$ cat src/rtl/led_wave_ctrl.sv
// Button/switch conditioning, wave direction FSM and step-rate divider.
// This stage feeds the LED wave display, which moves one position per step according to dir.
module led_wave_ctrl #(
  parameter int DB_CYCLES = 1000000,
  parameter int SLOW_DIV  = 12500000,
  parameter int FAST_DIV  = 6250000,
  parameter int CNT_W     = 24
) (
  input  logic       Clk,
  input  logic       Rst_n,
  input  logic       Left,
  input  logic       Right,
  input  logic       Sw,
  output logic [1:0] dir,
  output logic       step,
  output logic       fast,
  output logic       left_evt,
  output logic       right_evt
);

  localparam int DB_W = (DB_CYCLES > 2) ? $clog2(DB_CYCLES) : 1;
  localparam logic [DB_W-1:0]  DB_LAST   = DB_W'(DB_CYCLES - 2);
  localparam logic [CNT_W-1:0] SLOW_LAST = CNT_W'(SLOW_DIV - 1);
  localparam logic [CNT_W-1:0] FAST_LAST = CNT_W'(FAST_DIV - 1);
  // Channel order {Sw, Right, Left}; buttons idle high, the switch idles low.
  localparam logic [2:0] IDLE_LVL = 3'b011;

  typedef enum logic [1:0] {
    IDLE  = 2'b00,
    LEFT  = 2'b10,
    RIGHT = 2'b01
  } dir_e;

  logic [2:0]      raw;
  logic [2:0]      sync1_q, sync2_q, prev_q;
  logic [2:0]      db_q, db_d;
  logic [1:0]      db_prev_q;
  logic [DB_W-1:0] dbc_q [3];
  logic [DB_W-1:0] dbc_d [3];
  logic [1:0]      evt;
  logic            fast_chg;

  dir_e             state_q, state_d;
  logic [CNT_W-1:0] cnt_q, cnt_d;
  logic [CNT_W-1:0] div_last;
  logic             step_q, step_d;

  assign raw = {Sw, Right, Left};

  always_ff @(posedge Clk or negedge Rst_n) begin
    if (!Rst_n) begin
      sync1_q   <= IDLE_LVL;
      sync2_q   <= IDLE_LVL;
      prev_q    <= IDLE_LVL;
      db_q      <= IDLE_LVL;
      db_prev_q <= IDLE_LVL[1:0];
      for (int i = 0; i < 3; i++) dbc_q[i] <= '0;
    end else begin
      sync1_q   <= raw;
      sync2_q   <= sync1_q;
      prev_q    <= sync2_q;
      db_q      <= db_d;
      db_prev_q <= db_q[1:0];
      for (int i = 0; i < 3; i++) dbc_q[i] <= dbc_d[i];
    end
  end

  // The clearing edge counts as the first stable sample, so the level is
  // accepted on the DB_CYCLES-th consecutive sample that differs from db_q.
  always_comb begin
    db_d = db_q;
    for (int i = 0; i < 3; i++) begin
      dbc_d[i] = '0;
      if (sync2_q[i] == db_q[i] || sync2_q[i] != prev_q[i]) begin
        dbc_d[i] = '0;
      end else if (dbc_q[i] == DB_LAST) begin
        db_d[i] = sync2_q[i];
      end else begin
        dbc_d[i] = dbc_q[i] + 1'b1;
      end
    end
  end

  assign evt      = db_prev_q & ~db_q[1:0];
  assign fast_chg = db_d[2] != db_q[2];

  always_ff @(posedge Clk or negedge Rst_n) begin
    if (!Rst_n) begin
      state_q <= IDLE;
      cnt_q   <= '0;
      step_q  <= 1'b0;
    end else begin
      state_q <= state_d;
      cnt_q   <= cnt_d;
      step_q  <= step_d;
    end
  end

  always_comb begin
    state_d = state_q;
    if (evt[0] && !evt[1]) begin
      state_d = LEFT;
    end else if (evt[1] && !evt[0]) begin
      state_d = RIGHT;
    end
  end

  // The divider runs on state_q, so the first step lands a full period after dir changes.
  always_comb begin
    div_last = db_q[2] ? FAST_LAST : SLOW_LAST;
    cnt_d    = '0;
    step_d   = 1'b0;
    if (state_q == IDLE || fast_chg) begin
      cnt_d  = '0;
      step_d = 1'b0;
    end else if (cnt_q == div_last) begin
      cnt_d  = '0;
      step_d = 1'b1;
    end else begin
      cnt_d  = cnt_q + 1'b1;
    end
  end

  assign dir       = state_q;
  assign step      = step_q;
  assign fast      = db_q[2];
  assign left_evt  = evt[0];
  assign right_evt = evt[1];

endmodule

$ cat config.mk
export PLATFORM = sky130hd
export DESIGN_NAME = led_wave_ctrl
export DESIGN_NICKNAME = d
export VERILOG_FILES = /design/src/rtl/led_wave_ctrl.sv
export SDC_FILE = /design/constraint.sdc
export NUM_CORES = 1
export LEC_CHECK = 0
export CAP_MARGIN = 20
export CORE_MARGIN = 3
export CORE_UTILIZATION = 48
export CTS_CLUSTER_SIZE = 24
export DETAILED_ROUTE_END_ITERATION = 16
export PLACE_DENSITY_LB_ADDON = 0.05
export SLEW_MARGIN = 5
export SYNTH_ARGS = -nofsm -noshare
export SYNTH_HDL_FRONTEND = slang
export SYNTH_SLANG_ARGS = --single-unit
$ cat constraint.sdc
create_clock -name Clk -period 2.3 [get_ports Clk]
set_clock_uncertainty 0.1 [all_clocks]
set_input_delay 0.345 -clock Clk [delete_from_list [all_inputs] [get_ports Clk]]
set_output_delay 0.345 -clock Clk [all_outputs]
set_load 0.01 [all_outputs]
==> After elaboration in Yosys (flattened, before gate mapping) <==
Cells that the tools add are included.
{ "word_totals": {"reg_bits": 101, "input_bits": 5, "word_cells": 59} }
{ "op_classes": {"n_addsub": 4, "n_eq_ne": 11, "mux": 15, "bitwise_logic": 4, "n_reduce_logical": 12} }
{ "op_table": {"columns": ["op", "count"], "rows": [
  ["$mux 20", 6],
  ["$mux 24", 3],
  ["$add 20x1->20 const B", 3],
  ["$eq 20x20->1 const B", 3],
  ["$add 24x1->24 const B", 1],
  ["$eq 24x24->1", 1],
  ["$logic_or 1x1->1", 4],
  ["$mux 1", 4],
  ["$mux 2", 2],
  ["$ne 1x1->1", 4],
  ["$reduce_and 2->1", 2],
  ["$eq 1x1->1", 3],
  ["$and 2x2->2", 1],
  ["$logic_and 1x1->1", 2],
  ["$logic_not 1->1", 2],
  ["$logic_not 2->1", 1],
  ["$not 1->1", 2],
  ["$not 2->2", 1],
  ["$reduce_bool 2->1", 1]
]} }

==> Longest topological paths before layout <==
{ "depth": {"word_depth": 6, "mapped_depth": 7, "depth_no_buf": 6} }

==> Worst setup path after synthesis <==
Ideal clock, no wire load.
{ "synth_path": {"path_kind": "reg2reg", "start": "register dbc_q[0] (netlist name)", "end": "register cnt_q[1]", "arrival_ns": 1.942, "t_required_ns": 2.047, "slack_ns": 0.106, "stages_incl_launch_ff": 8, "path_buffers": 1, "path_cell_list": "dfrtp_1 inv_1 ha_1 or4bb_1 or3_1 o31ai_4 buf_2 nor3b_1"} }
{ "synth_via": {"elab_chain_len": 6} }
{ "synth_lines": {"columns": ["element", "line", "rtl"], "rows": [
  ["start, declared", "38", "logic [DB_W-1:0] dbc_q [3];"],
  ["$eq 20x20->1", "76", "end else if (dbc_q[i] == DB_LAST) begin"],
  ["$mux 1", "76", null],
  ["$mux 1", "74", "if (sync2_q[i] == db_q[i] || sync2_q[i] != prev_q[i]) begin"],
  ["$ne 1x1->1", "85", "assign fast_chg = db_d[2] != db_q[2];"],
  ["$logic_or 1x1->1", "113", "if (state_q == IDLE || fast_chg) begin"],
  ["$mux 24", "113", null],
  ["via cnt_d[1]", "44", "logic [CNT_W-1:0] cnt_q, cnt_d;"],
  ["end signal, assigned", "94", "cnt_q <= cnt_d;"],
  ["end, declared", "44", null]
]} }
The timed path passes the listed nets, and every way through them passes these cells.
A chain may end at the register's enable or synchronous reset.

==> Worst setup path after layout <==
{ "layout_path": {"start": "register dbc_q[0] (netlist name)", "end": "register cnt_q[16]"} }
The elaborated chain is that of the path after synthesis.

==> out/results.ini <==
[setup_path]
crit_family = simple AND/OR/NAND/NOR gates
path_max_fanout = 24
cp-end-kind = flip-flop
cp_slowest_stage_delay_ps = 470
worstPathRequired_ps = 2440
slowest_stage = or3_1
worst_setup_path_start_kind = flip-flop
crit_type = flip-flop to flip-flop
crit_path_cell_trace = inv_1 -> ha_1 -> or4bb_1 -> or3_1 -> o31ai_4 -> buf_12 -> a211oi_1
crit_arrival_ps = 2330
cp_num_buf_inv = 2

[routing]
wire_per_inst_um = 14.7
wl_um = 9940
drt-vias-per-instance = 5.60
dr_total_vias = 3776
drtPass1Iterations = 5
final_antenna_net_count = 0
drt-initial-drc-count = 134
drc = 0

[clock_tree]
h-tree-depth = 3
cts_made_buffers = 9
cts.sinks = 101
clk-insertion-delay-late_ps = 370
clkTransAtPathRegs_ps = 90
cts.path.max_buffers = 2
cts_tree = built
postCtsSetupBuffers = 0
cts-root-buf = clkbuf_8

[layout]
fin_cells = 674
mostFrequentLayoutCell = dfrtp_1
layout.nets = 549
mostFrequentLayoutCells = dfrtp_1 (91), nor2_1 (61), xnor2_1 (49), nand2_1 (30)
diodes = 0
drive_gt1_share_pct = 12.6
final_area_mm2 = 0.00569
area_growth_pct = 13.1

[sta]
tightest_slew_ps = 582
timing.fmax_mhz = 458
rsz0062_at_grt = false
period_minus_slack_ps = 2190
relSlewSlack_pct = 60.8
setup_tns_ps = 0
maxSlewViolCount = 0
finalSetupViolations = 0
finalHoldViolations = 0
post-route-period-util_pct = 95.0

[global_route]
grt_pass1_wl_um = 17600
grt_remaining_overflow = 0
grt_max_degree = 47
grtUsageTotal_pct = 18.8
grt_pass1_vias = 3701
antenna_found_initial = 0

[pwr]
swShare_pct = 22.6
internal_power_mw = 2.35
pwr-share-seq_pct = 59.3
irDropWorstVdd_mv = 0.512
p_per_area_mw_per_mm2 = 534
p_leak_nw = 2.10
p_clk_share_pct = 37.7
p_comb_share_pct = 3.0
switchingPower_mw = 0.688

[placed_design]
hpwl_um = 6910
port_buffers = 10
globalplace.congestion = 0.832
placed_cells = 657
place_area_mm2 = 0.00548

[worst_hold_path]
hold_path.class = flip-flop to flip-flop

[yosys]
syn_inst = 502
avgSynthCellArea_um2 = 10.0
async_reset_ff_share_pct = 100
synth_seq_cells = 101
synth.net_count = 515
synth_top_flop_cell = dfrtp_1
ys_types = 52
yosysWarnings = 0
synth-seq-area-share_pct = 50.5
synth_edf_count = 0
netlist_area_mm2 = 0.00503

[job]
maxCapViolations = 0

[floorplanning]
die_h_um = 108
top_level_ports = 11
initial_core_util_pct = 50.3
rows = 36
die_area_mm2 = 0.0117
die_w_um = 108
design.core.area_mm2 = 0.0100

[run_status]
outcome = finished clean

-- path summary, 6_finish.rpt --
path                                           start                endpoint  slack (ps)  cells after the start
worst max-delay path              dbc_q[0]$_DFF_PN0_     cnt_q[16]$_DFF_PN0_         110                      7
worst max register to register    dbc_q[0]$_DFF_PN0_     cnt_q[16]$_DFF_PN0_         110                      7
min in group asynchronous                      Rst_n     cnt_q[22]$_DFF_PN0_         340                      2
max in group asynchronous                      Rst_n  db_prev_q[0]$_DFF_PN1_        1100                      3
worst min-delay path            sync1_q[2]$_DFF_PN0_    sync2_q[2]$_DFF_PN0_         260                      0
worst min register to register  sync1_q[2]$_DFF_PN0_    sync2_q[2]$_DFF_PN0_         260                      0
-- worst reg2reg max path: cells and delay by family, from the launching register on --
kind | cells | cell delay, ps
adders and majority gates | 1 | 120
buffers and inverters | 2 | 270
DFF | 1 | 380
AOI/OAI and AO/OA | 2 | 310
and+or+nand+nor | 2 | 880
-- synth_stat cells (all sizes together), types with 3 or more instances --
master  count  share of area (%)
nor4b       3               0.52
or4        16                2.5
a21oi      10               0.99
or2         4               0.50
or4b        3               0.60
and3        4               0.50
nand3      24                2.5
ha          8                2.0
nand2b      3               0.37
nor3b       5               0.75
nor3       22                2.2
o31ai      14                2.4
buf         6               0.60
nor4       17                2.1
dfstp      10                5.2
clkbuf      7               0.52
xnor2      49                8.5
nand2      30                2.2
nor2       61                4.6
nand4      20                2.6
xor2        5               0.87
inv        21                1.6
or3        18                2.3
a211oi     11                1.8
dfrtp      91                 45
o21ai      16                1.7
nor4bb      3               0.60
-- through the flow --
| step | total power [mW] | hold WS [ps] | setup slack, ps | utilization (%) |
|---|---|---|---|---|
| 6_report | 3.04 | 256 | 115 | 56.9 |
| 5_1_grt | 3.16 | 259 | 1.73 | 56.9 |
| 4_1_cts | 3.09 | 260 | 70.1 | 56.9 |
| 3_5_place_dp | 1.93 | 202 | 95.7 | 54.8 |
| 3_3_place_gp | 1.93 | 202 | 152 | 54.8 |
| 2_1_floorplan | 1.86 | -50.6 | 106 | - |
-- final cells by class --
class / instances / area, um^2
Multi-Input combinational cell: 367 / 2370
Clock buffer: 10 / 138
Timing Repair Buffer: 36 / 333
Tap cell: 133 / 166
Inverter: 21 / 78.8
Fill cell: 886 / 4310
Sequential cell: 101 / 2540
Clock inverter: 6 / 61.3
-- sequential cells by signal, summed over array words and instances, names as in the netlist --
| signal | cells |
|---|---|
| db_q | 3 |
| dbc_q | 60 |
| step | 1 |
| sync2_q | 3 |
| db_prev_q | 2 |
| dir | 2 |
| sync1_q | 3 |
| cnt_q | 24 |
| prev_q | 3 |
-- power groups by stage --
stage                     clock (mW)  sequential, mW  combinational (mW)
after floorplan                    0            1.84              0.0268
after global placement             0            1.84              0.0911
after detailed placement           0            1.84              0.0925
after CTS                       1.19            1.80              0.0944
after global routing            1.25            1.81               0.104
final                           1.15            1.80              0.0897
-- metal layers --
| metal | routed length, um | GRT usage [%] | vias up |
|---|---|---|---|
| met5 | 0 | 0 | - |
| met4 | 110 | 5.14 | 0 |
| met3 | 276 | 4.24 | 11 |
| met2 | 4760 | 30.6 | 48 |
| met1 | 4790 | 25.3 | 1839 |
| li1 | - | - | 1878 |
-- repair_timing --
item,in CTS,in global routing
endpoints found under the setup margin,0,2
hold buffers,1,0
hold endpoints to repair,21,0
gates resized for setup,0,1
-- kinds of logic (layout without fill, tap and decap cells) --
kind of cell	count (synthesis)	after routing	share of synthesized area [%]
AND/OR/NAND/NOR	242	242	26.2
multiplexers	3	3	0.622
AO/OA/AOI/OAI	60	60	8.60
adder cells (fa/ha/maj)	8	8	1.99
XOR/XNOR	54	54	9.40
buffers and inverters	34	73	2.69
flip-flops	101	101	50.5
No activity file was read; power rests on OpenSTA's default activity.
